### src/rtl/ema_mc_sched_if.sv
// ---------------------------------------------------------------------------
// ema_mc_sched_if
// Bundle between the per-channel sample sources / result consumer and the
// shared EMA scheduler.
//   req_i   [N_CH]    per-channel request, held until ack_o
//   x_i     [N_CH*W]  flattened signed samples, channel k at [k*W +: W]
//   alpha_i [16]      unsigned Q0.16 smoothing factor, sampled at grant
//   ack_o   [N_CH]    one-hot, one-cycle capture pulse
//   y_o     [W]       filtered result (signed)
//   ch_o    [CH_W]    channel tag for y_o
//   valid_o           one-cycle pulse qualifying y_o/ch_o
//   busy_o            scheduler is working on a sample
// master = requester/consumer side, slave = scheduler side.
// ---------------------------------------------------------------------------
interface ema_mc_sched_if #(
    parameter int N_CH = 4,
    parameter int W    = 16
);
    localparam int CH_W = (N_CH > 1) ? $clog2(N_CH) : 1;

    logic [N_CH-1:0]       req_i;
    logic [N_CH*W-1:0]     x_i;
    logic [15:0]           alpha_i;
    logic [N_CH-1:0]       ack_o;
    logic signed [W-1:0]   y_o;
    logic [CH_W-1:0]       ch_o;
    logic                  valid_o;
    logic                  busy_o;

    modport master (
        output req_i, x_i, alpha_i,
        input  ack_o, y_o, ch_o, valid_o, busy_o
    );

    modport slave (
        input  req_i, x_i, alpha_i,
        output ack_o, y_o, ch_o, valid_o, busy_o
    );
endinterface

### src/rtl/ema_mc_sched.sv
// ---------------------------------------------------------------------------
// ema_mc_sched
// Shares one EMA datapath (one multiplier) among N_CH requesters.
// Round-robin grant in IDLE, then SUB (d = x - y), MUL (p = d * alpha),
// UPD (y += p >>> 16, or y = x for a channel's first sample).
// Ports:
//   clk   rising-edge system clock
//   rst   synchronous, active-high reset
//   bus   ema_mc_sched_if.slave (requests, samples, alpha, ack, result)
// Grant-to-valid latency is 3 cycles; one sample every 4 cycles overall.
// ---------------------------------------------------------------------------
module ema_mc_sched #(
    parameter int N_CH = 4,
    parameter int W    = 16
) (
    input  logic           clk,
    input  logic           rst,
    ema_mc_sched_if.slave  bus
);
    localparam int CH_W = (N_CH > 1) ? $clog2(N_CH) : 1;
    localparam int PW   = W + 18;   // (W+1)-bit d times 17-bit {0,alpha}

    localparam logic [1:0] S_IDLE = 2'd0;
    localparam logic [1:0] S_SUB  = 2'd1;
    localparam logic [1:0] S_MUL  = 2'd2;
    localparam logic [1:0] S_UPD  = 2'd3;

    logic [1:0]            state;
    logic [CH_W-1:0]       ptr;
    logic [CH_W-1:0]       ch_r;
    logic signed [W-1:0]   x_r;
    logic [15:0]           alpha_r;
    logic signed [W:0]     d_r;
    logic signed [PW-1:0]  p_r;
    logic signed [W-1:0]   y_mem [N_CH];
    logic [N_CH-1:0]       primed;

    // ---------------- round-robin arbiter ----------------
    logic                  grant_found;
    logic [CH_W-1:0]       grant_ch;
    logic [CH_W-1:0]       idx;
    logic signed [W-1:0]   x_sel;

    // NOTE: every variable written here gets a default first, otherwise a
    // path that skips the assignment would infer a latch.
    always_comb begin
        grant_found = 1'b0;
        grant_ch    = ptr;
        idx         = '0;
        // Search starts one past the last grant and wraps, so the most
        // recently served channel has the lowest priority.
        for (int i = 1; i <= N_CH; i++) begin
            idx = CH_W'((int'(ptr) + i) % N_CH);
            if (!grant_found && bus.req_i[idx]) begin
                grant_found = 1'b1;
                grant_ch    = idx;
            end
        end
    end

    always_comb begin
        x_sel = '0;
        for (int k = 0; k < N_CH; k++) begin
            if (grant_ch == CH_W'(k)) begin
                x_sel = bus.x_i[k*W +: W];
            end
        end
    end

    // ---------------- datapath ----------------
    logic signed [W-1:0]   y_cur;
    logic signed [W:0]     d_next;
    logic signed [PW-1:0]  p_next;
    logic signed [W-1:0]   y_new;
    logic                  p_unused;

    assign y_cur  = y_mem[ch_r];
    assign d_next = $signed({x_r[W-1], x_r}) - $signed({y_cur[W-1], y_cur});
    assign p_next = $signed({{17{d_r[W]}}, d_r}) * $signed({{(W+2){1'b0}}, alpha_r});

    // Taking bits [W+15:16] is p >>> 16 truncated to W bits. Since alpha < 1
    // the updated value lies between old y and x, so the wrap-around add is
    // exact and needs no saturation.
    assign y_new  = primed[ch_r] ? (y_cur + p_r[W+15:16]) : x_r;

    // Fraction bits and guard bits of the product are intentionally dropped.
    assign p_unused = ^{p_r[15:0], p_r[PW-1:W+16]};

    assign bus.busy_o = (state != S_IDLE);

    // NOTE: sequential state uses non-blocking assignments so every register
    // samples pre-edge values regardless of statement order.
    always_ff @(posedge clk) begin
        if (rst) begin
            state       <= S_IDLE;
            ptr         <= CH_W'(N_CH - 1);
            ch_r        <= '0;
            x_r         <= '0;
            alpha_r     <= '0;
            d_r         <= '0;
            p_r         <= '0;
            primed      <= '0;
            // NOTE: the filter state bank is small and architecturally
            // visible (reset to 0), so it is cleared here rather than left
            // as an unreset RAM.
            for (int k = 0; k < N_CH; k++) begin
                y_mem[k] <= '0;
            end
            bus.ack_o   <= '0;
            bus.valid_o <= 1'b0;
            bus.y_o     <= '0;
            bus.ch_o    <= '0;
        end else begin
            bus.ack_o   <= '0;
            bus.valid_o <= 1'b0;
            case (state)
                S_IDLE: begin
                    if (grant_found) begin
                        ch_r                <= grant_ch;
                        ptr                 <= grant_ch;
                        x_r                 <= x_sel;
                        alpha_r             <= bus.alpha_i;
                        bus.ack_o[grant_ch] <= 1'b1;
                        state               <= S_SUB;
                    end
                end
                S_SUB: begin
                    d_r   <= d_next;
                    state <= S_MUL;
                end
                S_MUL: begin
                    p_r   <= p_next;
                    state <= S_UPD;
                end
                S_UPD: begin
                    y_mem[ch_r]  <= y_new;
                    primed[ch_r] <= 1'b1;
                    bus.y_o      <= y_new;
                    bus.ch_o     <= ch_r;
                    bus.valid_o  <= 1'b1;
                    state        <= S_IDLE;
                end
                default: state <= S_IDLE;
            endcase
        end
    end
endmodule

### src/flat_wrapper.sv
// flat-port wrapper written by rule: the top's interface ports become plain ports
module ema_mc_sched_flat 
#(
    parameter int N_CH = 4,
    parameter int W    = 16
)
  (clk, rst, bus_req_i, bus_x_i, bus_alpha_i, bus_ack_o, bus_y_o, bus_ch_o, bus_valid_o, bus_busy_o);
  ema_mc_sched_if #(.N_CH(N_CH), .W(W)) bus_i ();
  input  logic clk;
  input  logic rst;
  input wire logic [$bits(bus_i.req_i)-1:0] bus_req_i;
  input wire logic [$bits(bus_i.x_i)-1:0] bus_x_i;
  input wire logic [$bits(bus_i.alpha_i)-1:0] bus_alpha_i;
  output wire logic [$bits(bus_i.ack_o)-1:0] bus_ack_o;
  output wire logic [$bits(bus_i.y_o)-1:0] bus_y_o;
  output wire logic [$bits(bus_i.ch_o)-1:0] bus_ch_o;
  output wire logic [$bits(bus_i.valid_o)-1:0] bus_valid_o;
  output wire logic [$bits(bus_i.busy_o)-1:0] bus_busy_o;
  assign bus_i.req_i = bus_req_i;
  assign bus_i.x_i = bus_x_i;
  assign bus_i.alpha_i = bus_alpha_i;
  assign bus_ack_o = bus_i.ack_o;
  assign bus_y_o = bus_i.y_o;
  assign bus_ch_o = bus_i.ch_o;
  assign bus_valid_o = bus_i.valid_o;
  assign bus_busy_o = bus_i.busy_o;
  ema_mc_sched #(.N_CH(N_CH), .W(W)) u_core (.clk(clk), .rst(rst), .bus(bus_i));
endmodule
### config.mk
export PLATFORM = sky130hd
export DESIGN_NAME = ema_mc_sched_flat
export DESIGN_NICKNAME = d
export VERILOG_FILES = /design/src/rtl/ema_mc_sched_if.sv /design/src/rtl/ema_mc_sched.sv /design/src/flat_wrapper.sv
export SDC_FILE = /design/constraint.sdc
export NUM_CORES = 1
export LEC_CHECK = 0
export CAP_MARGIN = 20
export CORE_MARGIN = 1
export CORE_UTILIZATION = 32
export CTS_CLUSTER_SIZE = 14
export DETAILED_ROUTE_END_ITERATION = 8
export PLACE_DENSITY = 0.48
export REMOVE_ABC_BUFFERS = 1
export SLEW_MARGIN = 10
export SYNTH_ARGS = -nofsm -noshare
export SYNTH_HDL_FRONTEND = slang
export SYNTH_SLANG_ARGS = --single-unit
### constraint.sdc
create_clock -name clk -period 9.95 [get_ports clk]
set_input_delay 0.995 -clock clk [delete_from_list [all_inputs] [get_ports clk]]
set_output_delay 0.995 -clock clk [all_outputs]
set_load 0.1 [all_outputs]
-- Yosys cells after proc, flatten, opt, wreduce, memory -nomap -nowiden
Memory sizes are Yosys's and may differ from the RTL's. A register that Yosys moved wholly into a read port is not among the register bits.
Index checks and enable logic that the tools add are counted.
- register bits after elaboration: 114
- RAM bits: 64
- logic and storage cells: 91
- memories kept: 1
- add/subtract/negate cells: 6
- multiply operators: 1
- order comparisons: 8
- eq/ne operators: 7
- muxes and demuxes: 39
- bitwise logic cells: 3
- reduce and logical (&&, ||, !) cells: 14
- memory list (name ; words ; bits a word ; rd ports ; clocked after memory_dff ; write ports ; line ; source):
    u_core.y_mem ; 4 ; 16 ; 1 ; 1 ; 4 ; ema_mc_sched.sv:35 ; logic signed [W-1:0] y_mem [N_CH];
- operator list (kind ; count):
    $mux 16 ; 6
    $mul 17x17->32 ; 1
    $lt 2x3->1 const B ; 6
    $mux 1 ; 17
    $sub 16x16->17 ; 1
    $add 16x16->16 ; 1
    $mux 2 ; 8
    $reduce_or 16->1 ; 1
    $bmux 1 s2 ; 5
    $eq 2x2->1 const B ; 4
    $pmux 2 s4 ; 1
    $logic_and 1x1->1 ; 5
    $add 2x1->2 const B ; 2
    $add 2x2->2 const B ; 2
    $demux 1 s2 ; 2
    $eq 2x1->1 const B ; 2
    $ge 2x1->1 const B ; 2
    $logic_not 2->1 ; 2
    $or 4x4->4 ; 1
    $logic_not 1->1 ; 3
    $reduce_or 3->1 ; 1
    $ne 2x1->1 const B ; 1
    $not 1->1 ; 2
    $reduce_and 2->1 ; 1
    $reduce_bool 2->1 ; 1

-- Logic depth before layout (Yosys ltp)
- depth after elaboration: 18
- mapped depth: 24
- gate-level depth less buffers: 22

-- Worst setup path before layout
No wires, ideal clock.
- path type: register -> register
- from: register u_core.alpha_r[8]
- to: register u_core.p_r[24]
- setup time: 0.117 ns
- arrival: 6.021 ns
- required time: 9.833 ns
- setup slack: 3.812 ns
- cell stages (with the launch flop): 23
- path buffers: 2
- path through: dfxtp_1 > clkbuf_1 > clkbuf_1 > nand2_1 > fa_1 > inv_1 > fa_1 > inv_1 > fa_1 > inv_1 > fa_1 > fa_1 > fa_1 > ha_1 > or4_4 > a21oi_2 > o2bb2ai_2 > a21oi_2 > o31a_4 > o21bai_4 > a21boi_2 > or3_1 > a32o_1
- longest elaborated chain between the ends: 1
- RTL lines (what ; line ; source):
    start, declared ; ema_mc_sched.sv:32 ; logic [15:0] alpha_r;
    start signal, assigned ; ema_mc_sched.sv:122 ; alpha_r <= bus.alpha_i;
    $mul 17x17->32 ; ema_mc_sched.sv:79 ; assign p_next = $signed({{17{d_r[W]}}, d_r}) * $signed({{(W+2){1'b0}}, alpha_r});
    end signal, assigned ; ema_mc_sched.sv:132 ; p_r <= p_next;
    end, declared ; ema_mc_sched.sv:34 ; logic signed [PW-1:0] p_r;
No other way between the ends.
A chain may end at the register's enable or synchronous reset.

-- Final worst setup path
- from: register u_core.alpha_r[2]
- to: register u_core.p_r[31]
The elaborated chain is that of the path after synthesis.

==> key figures <==
Floorplanning
  • Die Area: roughly 57000 µm²
  • Die Span Y: around 240 µm
  • I/O pins: 110
  • Die width: roughly 240 µm
  • Starting Density: roughly 32%
  • Row cnt: 86
  • Core Region: 55090 µm²

Clock network
  • H-tree Lvls: 4
  • CTS buffer count: 17
  • Hold-fix buffers at CTS: 0
  • Clk sink count: approximately 160
  • TritonCTS clock tree: yes
  • CTS resizes: 0
  • Max Root-Sink Buffers: 2
  • Postcts setup bufs: 0
  • Clk_lat worst skew: roughly 450 ps
  • Clock slew seen by the registers of the worst setup and hold paths: approximately 80 ps
  • Root buf cell: clkbuf_16

Worst setup path
  • Startpoint class of the critical path: flip-flop
  • WP buf/inv: 5
  • Setup crit end kind: flip-flop
  • Worst path most repeated cell: fa_1
  • Top Family by Delay on Critical Path: adder cells
  • Worst EP required: 10290 ps
  • Slowest Stage Delay on Critical Path: 910 ps
  • Slowest cell on crit path: dfxtp_1
  • CP Max Fanout: 18
  • Critical path cell sequence: nand2_1 -> inv_1 -> fa_1 -> inv_1 -> fa_1 -> inv_1 -> fa_1 -> fa_1 -> fa_1 -> inv_1 -> fa_1 -> inv_1 -> ha_1 -> nand4_1 -> nor2_1 -> nand2_1 -> a211oi_1 -> nor2_1 -> o2111ai_1 -> o31ai_2 -> xnor2_1 -> a22o_1
  • Worst EP arrival: 7350 ps
  • Setup CP Type: flip-flop to flip-flop

STA
  • Setup violators final: 0
  • Max-slew violation count: 0
  • Tcrit/Tclk final: a little over two thirds
  • Fin crit period: 7009 ps
  • RSZ-0062 raised after global routing: false
  • Final setup TNS: 0 ps
  • Slew @ Worst Pin: 1000 ps
  • WHS: approximately 440 ps
  • Final count of hold timing violations: 0
  • Worst Skew: 16.99 ps
  • Min setup slack post-route: around 3000 ps
  • Highest clock rate: ~140 MHz
  • Worst slew margin: 33.12%

Route
  • Initial DRT Pass Iterations: 8
  • Avg WL per Cell: about 18 µm
  • Via/cell ratio: between 4 and 5
  • ANT nets after route: 0
  • Initial drt markers: 588
  • # DRC: 0
  • Vias: ~13000
  • WL final: roughly 48000 µm

Final layout
  • Most common cell after layout, fill and taps aside: inv_1
  • Sequential cell area: about 3900 µm²
  • Area grow syn2layout: 13.64%
  • Nets: between 2000 and 2500
  • Ratio of cells with drive above 1 in the final layout: roughly 4.4%
  • Footprint of the multi-input gates: around 12000 µm²
  • Fill cells: between 5000 and 6000
  • Final design utilization: a little under two fifths
  • Most frequent cells in the layout: inv_1, fa_1, nand2_1, and2_1, nor2_1
  • Ant diodes: 0

GRT
  • Initial antenna violation count: 1
  • Overall Global Routing Usage: around 18%
  • GR Util met1: around 24%
  • Busiest grt layer: met2
  • First-pass GRT wire length: 77610 µm
  • Largest net degree at the start of global routing: between 50 and 60
  • Met3 Track Usage GR: 1.978%
  • Total gr overflow: 0
  • Vias in the first global route: approximately 14000
  • Met2 usage: 31.21%

Place
  • Routability cong.: 0.8144
  • PortBufs: between 100 and 150
  • DP Worst Slack: approximately 2900 ps
  • HPWL Detailed: between 30000 and 40000 µm

Status
  • Outcome: finished clean

Yosys
  • Register bit count reported by yosys: 164
  • Synth Instances: approximately 1900
  • Seq/Total Area, Yosys: 22.00%
  • Library cells used by synthesis: 66
  • Synthesized area: roughly 18000 µm²
  • Async S/R FF share, synth: 0%
  • Syn avg cell area: 9.337 µm²
  • EDFF count, synth: 64
  • Synth Flop Type: dfxtp_1
  • Total number of yosys warnings: 0

Power
  • Power per Cell Area: ~230 nW/µm²
  • Leakage: approximately 9.4 nW
  • Peak VDD IR: about 0.00017 V

Run
  • Max Cap Viol: 0

Hold path
  • Worst hold path class: flip-flop to flip-flop
flip-flops by register name (all words and copies together), names as in the netlist, 4 cells and up, named ones only:
signal / cells
u_core.x_r: 16
u_core.d_r: 17
u_core.p_r: 16
u_core.bus.y_o: 16
u_core.y_mem: 64
u_core.bus.ack_o: 4
u_core.primed: 4
u_core.alpha_r: 16
power by group:
| group | total (W) | switching, W | leakage (nW) | internal (W) |
|---|---|---|---|---|
| sequential | 0.00113 | 0.000311 | 1.48 | 0.000822 |
| clock | 0.000675 | 0.000318 | 0.291 | 0.000356 |
| combinational | 0.00282 | 0.00165 | 7.63 | 0.00116 |
synth_stat cells (all sizes together), types with 3 or more instances:
cell type / number / share of area (%)
xnor2: 36 / 1.8
clkbuf: 74 / 1.6
o211ai: 5 / 0.21
nor4bb: 3 / 0.17
mux4: 17 / 2.1
nor2b: 25 / 0.88
buf: 13 / 0.32
a21o: 9 / 0.38
edfxtp: 64 / 11
nand3: 15 / 0.42
and3: 5 / 0.18
ha: 116 / 8.1
nand4: 3 / 0.11
a31oi: 5 / 0.18
nand2b: 16 / 0.56
and2: 131 / 4.6
nand3b: 3 / 0.13
mux2: 5 / 0.32
nor3b: 5 / 0.21
o21a: 7 / 0.29
o21ai: 32 / 0.90
inv: 365 / 7.7
a211oi: 46 / 2.0
fa: 267 / 30
nor4: 3 / 0.11
nand2: 242 / 5.1
mux2i: 38 / 2.1
dfxtp: 100 / 11
nor2: 125 / 2.6
nor3: 16 / 0.48
a21oi: 69 / 2.0
a211o: 3 / 0.15
or3: 5 / 0.18
xor2: 12 / 0.59
kinds of logic after synthesis:
logic type | share of synthesized area, %
and+or+nand+nor | 15.95
buffers and inverters | 9.555
adders and majority gates | 38.11
AOI/OAI and AO/OA | 7.437
DFF | 22.00
muxes | 4.595
xor gates and xnor gates | 2.357
worst paths after layout:
path	endpoint	slack, ps	startpoint	cells after the start
setup / recovery	u_core.p_r[31]	2940	u_core.alpha_r[2]	22
hold / removal	u_core.bus.y_o[8]	440	u_core.bus.y_o[8]	2
setup reg to reg	u_core.p_r[31]	2940	u_core.alpha_r[2]	22
hold reg to reg	u_core.bus.y_o[8]	440	u_core.bus.y_o[8]	2
worst min-delay path: stages, from the launching register on:
cell and delay [ps]:
dfxtp_1 310, nand2_1 50, nand2_1 40
final cells by class:
class,count,share of cell area [%]
Timing Repair Buffer,127,6.038
Tap cell,748,4.618
Multi-Input combinational cell,1294,60.34
Clock inverter,15,0.7840
Inverter,365,6.760
Sequential cell,164,19.36
Clock buffer,17,2.099
metal layers:
metal	wire, µm	vias to the layer above
li1	-	6078
met1	22550	6565
met2	23740	214
met3	1328	33
met4	570	0
met5	0	-
through the flow:
step | instance area (µm²) | std cells | power, W
final | 20270 | 2730 | 0.004626
after global routing | 20270 | 2730 | 0.005104
after CTS | 20260 | 2729 | 0.004711
after detailed placement | 19680 | 2697 | 0.004013
after global placement | 19680 | 2697 | 0.003984
after floorplan | 17500 | 1823 | 0.003064
No activity file was read; power rests on OpenSTA's default activity.
